<file path="config.mk">
export PLATFORM = sky130hd
export DESIGN_NAME = fib_sum_accel
export DESIGN_NICKNAME = d
export VERILOG_FILES = /design/src/rtl/euler_pkg.sv /design/src/rtl/fib_step.sv /design/src/rtl/fib_sum_accel.sv
export SDC_FILE = /design/constraint.sdc
export NUM_CORES = 1
export LEC_CHECK = 0
export CAP_MARGIN = 20
export CORE_MARGIN = 2
export CORE_UTILIZATION = 37
export CTS_CLUSTER_DIAMETER = 80
export DETAILED_ROUTE_END_ITERATION = 10
export PLACE_DENSITY = 0.51
export SYNTH_ARGS = -nofsm -noshare
export SYNTH_HDL_FRONTEND = slang
export SYNTH_HIERARCHICAL = 1
export SYNTH_SLANG_ARGS = --single-unit
</file>
<file path="constraint.sdc">
create_clock -name clk -period 8.35 [get_ports clk]
set_clock_uncertainty 0.15 [all_clocks]
set_input_delay 0.835 -clock clk [delete_from_list [all_inputs] [get_ports clk]]
set_output_delay 0.835 -clock clk [all_outputs]
set_load 0.02 [all_outputs]
</file>
<file path="src/rtl/euler_pkg.sv">
// euler_pkg: shared types and constants for the Euler compute cores.
//   fib_mode_t  : term-selection mode (even / odd / all / all-reserved)
//   fib_state_t : fib_sum_accel controller states
//   FIB_SEED_A/B: first two terms of the walked sequence (1, 2)
//   mode_selects: true when a term with the given parity belongs to the mode
package euler_pkg;

  typedef enum logic [1:0] {
    MODE_EVEN = 2'd0,
    MODE_ODD  = 2'd1,
    MODE_ALL  = 2'd2,
    MODE_RSVD = 2'd3
  } fib_mode_t;

  typedef enum logic [1:0] {
    S_IDLE = 2'd0,
    S_RUN  = 2'd1,
    S_DONE = 2'd2
  } fib_state_t;

  localparam int FIB_SEED_A = 1;
  localparam int FIB_SEED_B = 2;

  // The reserved mode behaves like MODE_ALL.
  function automatic logic mode_selects(input fib_mode_t m, input logic odd);
    case (m)
      MODE_EVEN: return !odd;
      MODE_ODD:  return odd;
      default:   return 1'b1;
    endcase
  endfunction

endpackage

</file>
<file path="src/rtl/fib_step.sv">
// fib_step: registered Fibonacci pair (a, b).
//   clk      in   clock, rising edge
//   reset    in   synchronous, active-high; reloads the seeds
//   load     in   reload a=FIB_SEED_A, b=FIB_SEED_B
//   advance  in   a <= b, b <= a + b
//   term     out  current term a
//   carry    out  carry-out of the a+b that formed b, i.e. the pending next
//                 term does not fit in W bits and term is the last valid one
module fib_step
  import euler_pkg::*;
#(
  parameter int W = 32
) (
  input  logic         clk,
  input  logic         reset,
  input  logic         load,
  input  logic         advance,
  output logic [W-1:0] term,
  output logic         carry
);

  logic [W-1:0] b;
  logic [W:0]   next_sum;

  assign next_sum = {1'b0, term} + {1'b0, b};

  always_ff @(posedge clk) begin
    if (reset || load) begin
      term  <= W'(FIB_SEED_A);
      b     <= W'(FIB_SEED_B);
      carry <= 1'b0;
    end else if (advance) begin
      term  <= b;
      b     <= next_sum[W-1:0];
      carry <= next_sum[W];
    end
  end

endmodule

</file>
<file path="src/rtl/fib_sum_accel.sv">
// fib_sum_accel: walks 1,2,3,5,8,... one term per enabled clock up to an
// inclusive limit and sums the terms chosen by mode, saturating at all-ones.
//   clk, reset      clock; synchronous active-high reset
//   enable          clock-enable, low freezes every register
//   start           request, accepted in IDLE/DONE when enable=1
//   max_value, mode limit and selection, latched on accepted start
//   busy            high in RUN
//   results_valid   high in DONE until the next accepted start or reset
//   results         final (saturated) sum, updated on entry to DONE
//   overflow        set when the sum saturated during the run
//   term_count      number of selected terms (saturating); only present
//                   when FIB_SUM_TERM_COUNT_EN is defined
//
// state  | meaning
// S_IDLE | after reset, waiting for start
// S_RUN  | walking terms, accumulating selected ones
// S_DONE | result presented, waiting for start
module fib_sum_accel
  import euler_pkg::*;
#(
  parameter int W     = 32,
  parameter int CNT_W = 8
) (
  input  logic             clk,
  input  logic             reset,
  input  logic             enable,
  input  logic             start,
  input  logic [W-1:0]     max_value,
  input  logic [1:0]       mode,
  output logic             busy,
  output logic             results_valid,
  output logic [W-1:0]     results,
  output logic             overflow
`ifdef FIB_SUM_TERM_COUNT_EN
  ,
  output logic [CNT_W-1:0] term_count
`endif
);

  if (CNT_W < 1) begin : g_cnt_w_check
    $error("CNT_W must be at least 1");
  end

  fib_state_t   state;
  fib_mode_t    mode_q;
  logic [W-1:0] limit;
  logic [W-1:0] acc;
  logic         ovf;

  logic [W-1:0] term;
  logic         carry;
  logic         load;
  logic         advance;
  logic         stop_limit;
  logic         sel;
  logic [W:0]   add_full;
  logic [W-1:0] acc_next;
  logic         ovf_next;

  assign load       = enable && start && (state != S_RUN);
  assign stop_limit = term > limit;
  // No advance on the last representable term: the run ends there.
  assign advance    = enable && (state == S_RUN) && !stop_limit && !carry;

  assign sel      = mode_selects(mode_q, term[0]);
  assign add_full = {1'b0, acc} + {1'b0, term};
  assign acc_next = !sel ? acc : (add_full[W] ? '1 : add_full[W-1:0]);
  assign ovf_next = ovf | (sel & add_full[W]);

`ifdef FIB_SUM_TERM_COUNT_EN
  logic [CNT_W-1:0] cnt;
  logic [CNT_W-1:0] cnt_next;
  assign cnt_next = (sel && (cnt != '1)) ? cnt + 1'b1 : cnt;
`endif

  fib_step #(.W(W)) u_step (
    .clk     (clk),
    .reset   (reset),
    .load    (load),
    .advance (advance),
    .term    (term),
    .carry   (carry)
  );

  always_ff @(posedge clk) begin
    if (reset) begin
      state         <= S_IDLE;
      mode_q        <= MODE_EVEN;
      limit         <= '0;
      acc           <= '0;
      ovf           <= 1'b0;
      busy          <= 1'b0;
      results_valid <= 1'b0;
      results       <= '0;
      overflow      <= 1'b0;
`ifdef FIB_SUM_TERM_COUNT_EN
      cnt           <= '0;
      term_count    <= '0;
`endif
    end else if (enable) begin
      case (state)
        S_IDLE, S_DONE: begin
          if (start) begin
            state         <= S_RUN;
            busy          <= 1'b1;
            results_valid <= 1'b0;
            acc           <= '0;
            ovf           <= 1'b0;
            limit         <= max_value;
            mode_q        <= fib_mode_t'(mode);
`ifdef FIB_SUM_TERM_COUNT_EN
            cnt           <= '0;
`endif
          end
        end
        S_RUN: begin
          if (stop_limit) begin
            state         <= S_DONE;
            busy          <= 1'b0;
            results_valid <= 1'b1;
            results       <= acc;
            overflow      <= ovf;
`ifdef FIB_SUM_TERM_COUNT_EN
            term_count    <= cnt;
`endif
          end else begin
            acc <= acc_next;
            ovf <= ovf_next;
`ifdef FIB_SUM_TERM_COUNT_EN
            cnt <= cnt_next;
`endif
            // Term is counted, then the run ends: the next one is unrepresentable.
            if (carry) begin
              state         <= S_DONE;
              busy          <= 1'b0;
              results_valid <= 1'b1;
              results       <= acc_next;
              overflow      <= ovf_next;
`ifdef FIB_SUM_TERM_COUNT_EN
              term_count    <= cnt_next;
`endif
            end
          end
        end
        default: begin
          state <= S_IDLE;
          busy  <= 1'b0;
        end
      endcase
    end
  end

endmodule

</file>
# Word-level counts from Yosys, hierarchy flattened
# Cells that the tools add are included.
# classes
n_addsub	2
n_lt_le_gt_ge	1
n_eq_ne	7
n_mux	24
n_bitwise	2
n_reduce_logical	19
# ops
cell	n
32-bit 2-to-1 mux	6
32-bit by 32-bit adder with 33-bit output	2
32-bit case mux with 2 select lines	1
32-bit > comparator	1
1-bit 2-to-1 mux	9
3-bit AND reduction	3
1-bit case mux with 2 select lines	4
4-bit AND reduction	2
2-bit 2-to-1 mux	3
1-bit logical AND	5
2-bit by 1-bit == test with 1-bit output (second input constant)	2
2-bit logical NOT	2
2-bit inequality test (second input constant)	2
2-bit case mux with 2 select lines	1
2-bit nonzero test	2
1-bit logical NOT	3
3-bit by 2-bit inequality test with 1-bit output (second input constant)	1
2-bit == test (second input constant)	1
2-bit by 1-bit inequality test with 1-bit output (second input constant)	1
2-bit OR reduction	1
1-bit bitwise AND	1
1-bit logical OR	1
1-bit bitwise OR	1
# totals
reg_bits	169
in_bits	38
wordCells	67

# Longest topological paths before layout
# depth
depth_word	6
depth_mapped	15
ltp_nobuf	12

# Cells and area by module
# Netlist, hierarchy kept.
# modules_own_cells
mod	instances	cells_per_inst	area_per_inst_um2	seq_area_each_um2
fib_sum_accel	1	861	6761.5	2082.0
fib_step	1	479	4081.4	1301.2

# Least setup slack after synthesis
# OpenSTA, ideal clock, no wires.
# synth_timing
path_kind	flip-flop to flip-flop
startpoint	register limit[23]
endpoint	register u_step.b[29]
setup_ns	0.062
arrival_time_ns	3.228
required_time_ns	8.138
setup_slack_ns	4.910
path_stages_with_launch	16
path_buffers	3
period_less_slack_ns	3.440
path_cell_list	dfxtp_1 > inv_1 > ha_1 > a21oi_1 > o21ai_1 > a221oi_1 > or3b_1 > a211o_1 > clkbuf_1 > nor2_1 > clkbuf_1 > and2_0 > buf_1 > nand2_1 > or4_1 > nand3_1
# synth_between
elab_chain_len	4
# synth_rtl
element	line_no	source
start: declaration	fib_sum_accel.sv:46	logic [W-1:0] limit;
start signal: assignment	fib_sum_accel.sv:109	limit <= max_value;
32-bit > comparator	fib_sum_accel.sv:61	assign stop_limit = term > limit;
1-bit logical NOT	fib_sum_accel.sv:63	assign advance = enable && (state == S_RUN) && !stop_limit && !carry;
1-bit logical AND (2 in a row)	fib_sum_accel.sv:63	
net advance	fib_sum_accel.sv:53	logic advance;
end signal: assignment	fib_step.sv:30	b <= W'(FIB_SEED_B);
end signal: assignment	fib_step.sv:34	b <= next_sum[W-1:0];
end: declaration	fib_step.sv:22	logic [W-1:0] b;
# The timed path passes the listed nets, and every way through them passes these cells.
# A chain may end at the register's enable or synchronous reset.

# Final worst setup path
# layout_timing
startpoint	register u_step.term[30]
endpoint	register results[9]
# layout_between
elab_chain_len	5
elab_cells_between_ends	8
# layout_rtl
element	line_no	source
start: declaration	fib_step.sv:18	output logic [W-1:0] term,
start signal: assignment	fib_step.sv:29	term <= W'(FIB_SEED_A);
32-bit by 32-bit adder with 33-bit output	fib_sum_accel.sv:66	assign add_full = {1'b0, acc} + {1'b0, term};
32-bit 2-to-1 mux (2 in a row)	fib_sum_accel.sv:67	assign acc_next = !sel ? acc : (add_full[W] ? '1 : add_full[W-1:0]);
32-bit 2-to-1 mux	fib_sum_accel.sv:133	if (carry) begin
32-bit 2-to-1 mux	fib_sum_accel.sv:117	if (stop_limit) begin
end signal: assignment	fib_sum_accel.sv:137	results <= acc_next;
end: declaration	fib_sum_accel.sv:32	output logic [W-1:0] results,
# Parallel ways exist; a longest one is shown, timed or not. The select of a mux whose other input is x is not followed.

==> impl_results.md <==
- Status: finished, final reports clean
- Async SR Flop Fraction: 0%
- Clock net sink count: 169
- Die W: 175 microns
- Grt ovf: 0
- Max_cap viols: 0
- Post-CTS Hold Buffers: 0
- Met1 Wirelength: 16400 microns
- Final core utilization: 43.2%
- Final setup fails: 0
- CP required: 8510 ps
- Row cnt: 62
- Family with the most delay on the worst path: compound AO/OA/AOI/OAI gates
- Max IR drop VDD: 0.147 mV
- Setup_tns: 0 ps
- TritonCTS Buffers: 17
- Synth Warn #: 6
- Via density per instance: 5.56
- Sum of buffers and inverters on the critical path: 1
- DR WL met3: 942 microns
- Worst Max-Slew Pin Slew: 1040 ps
- Pleak: 4.71 nW
- Wire length of the first global-routing pass: 51400 microns
- Yosys reg bits: 169
- Worst Hold Class: flip-flop to flip-flop
- CTS root buf: clkbuf_16
- Area growth from synthesis to layout: 14.6%
- CP cell instances: ha_1, nand4_1, nor4_1, a21bo_2, a31oi_2, a21o_1, nor2b_1, buf_4, nand2b_1, o221ai_1, a21oi_1
- DRT Pass-1 Iters: 5
- Max Slew Vio Count: 0
- Startpoint Class: flip-flop
- CTS resizes: 0
- Initial DRC Count: 607
- Initial Util: 37.7%
- Antenna Cells: 0
- # IOs: 73
- Finished Cell Area: 0.0124 sq mm
- Nets: 1506
- Clock Tree Buf Depth: 2
- GRT Total Usage: 21.1%
- Routed via count: 9816
- RSZ-0062 raised after global routing: false
- DRC violations left: 0
- Crit path capture type: flip-flop
- Detailed Route WL: 32400 microns
- Sequential share of the synthesized area: 31.2%
- Worst-Skew Late Latency: 430 ps
- Placement Cell Area: 0.0118 sq mm
- Final worst path period need: 4520 ps
- Clock slew at reported path FFs: 70 ps
- Synth Area per Inst: 8.09 sq um
- Antenna violations before repair: 0
- Worst hold slack: 300 ps
- Core Box Area: 0.0288 sq mm
- Die footprint: 0.0307 sq mm
- Vias in the first global route: 9189
- Crit Path Class: flip-flop to flip-flop
- Yosys cell types: 90
- Largest net degree at the start of global routing: 73
- CP Max Fanout: 20
- Number of synthesized flops with an enable pin: 0
- Cell Area, Synth: 0.0108 sq mm
- Fin. Hold Viols: 0
- Slew HR: 30.4%
- Largest stage delay on the critical path: 800 ps
- WP data arrival: 4680 ps
- Synth Instances: 1340
- Startpoint of the worst hold path: results[21]
- Syn_nets: 1476
- Highest Clock Rate: 0.221 GHz
- Post-CTS setup buffers: 0
- Fraction of layout cells with a size suffix above 1: 5.86%
- DR top layer: met4
- CTS tree: yes
- Die H: 175 microns
- Post-route antenna net violation count: 0
- Number of I/O port buffers: 72
- Metal2 WL: 14700 microns
- Post-synth top flop: dfxtp_1
- R2r startpoint: u_step/term[30]
- # H-tree levels: 4
- Power Density: 149 mW/mm^2
- Tcrit/Tclk final: 54.1%
- Routability Congestion: 0.838
- Worst Setup SP: u_step/term[30]
- Final HPWL DP: 24000 microns
- Critical path's slowest cell: a21o_1
- Routed WL per cell: 18.3 microns
==> metal layers <==
layer	global-route usage (%)	vias to the layer above
li1	-	4940
met1	30.6	4676
met2	33.6	175
met3	2.05	25
met4	5.17	0
met5	0	-
==> path summary, 6_finish.rpt <==
path	end	slack (ps)	depth (start not counted)
hold / removal	results[21]	300	2
hold reg to reg	results[21]	300	2
setup reg to reg	results[9]	3830	11
setup / recovery	results[9]	3830	11
==> cells in the mapped netlist, drive strengths merged (24+ instances only) <==
master	n	area share (%)
xnor2	29	2.3
a211oi	25	1.9
a21oi	142	6.6
inv	49	1.7
ha	96	11
mux2i	50	4.6
buf	27	1.4
nor3	26	1.2
a21o	24	1.7
o21ai	78	3.7
clkbuf	48	1.7
nand2	173	6.0
nor2	116	4.0
dfxtp	169	31
nand3	33	1.6
==> power breakdown <==
part	switching, mW	total (mW)	internal [mW]
logic	0.122	0.194	0.0716
clock network	0.367	0.819	0.452
registers	0.0117	0.832	0.821
==> tightest hold or removal path: cells and delay by family (launching register included) <==
kind | cells | cell delay, ps
compound gates | 1 | 50
flops | 1 | 310
simple gates | 1 | 50
==> per-stage QoR <==
step	std cells	worst slack, ps	power, mW
2_1_floorplan	1340	4910	0.975
3_3_place_gp	1735	3860	1.04
3_5_place_dp	1735	3890	1.05
4_1_cts	1767	3870	1.86
5_1_grt	1767	3600	1.91
6_report	1767	3830	1.84
==> placed cells by master (no fill, tap or decap), drive strengths merged, types with 15 or more instances in the layout <==
| cell type | Yosys | layout |
|---|---|---|
| a211oi | 25 | 25 |
| a21o | 24 | 24 |
| a21oi | 142 | 142 |
| buf | 27 | 15 |
| clkbuf | 48 | 19 |
| clkdlybuf4s50 | 0 | 71 |
| dfxtp | 169 | 169 |
| ha | 96 | 96 |
| inv | 49 | 52 |
| mux2i | 50 | 50 |
| nand2 | 173 | 173 |
| nand3 | 33 | 33 |
| nand4 | 21 | 21 |
| nor2 | 116 | 116 |
| nor3 | 26 | 26 |
| o211ai | 20 | 20 |
| o21ai | 78 | 78 |
| xnor2 | 29 | 29 |
| xor2 | 20 | 20 |
==> sequential cells by signal, summed over array words and instances (netlist names) <==
register and count:
acc 32, busy 1, limit 32, mode_q 2
overflow 1, ovf 1, results 32, results_valid 1
state 2, u_step/b 32, u_step/carry 1, u_step/term 32
==> final cells by class <==
type                       instances  area, sq um
multi-input combinational       1047         6970
inverter                          49          184
timing repair buffer              86          821
clock buffer                      19          443
fill                            2914        16400
clock inverter                    13          143
tap                              384          480
sequential                       169         3380
==> cell families after synthesis <==
| family | synth area share, % |
|---|---|
| mux | 4.72 |
| buf+inv | 4.77 |
| fa+ha+maj | 11.4 |
| simple gates | 17.9 |
| compound gates | 26.0 |
| xor+xnor | 3.96 |
| flops | 31.2 |
(Power assumes the default switching activity.)
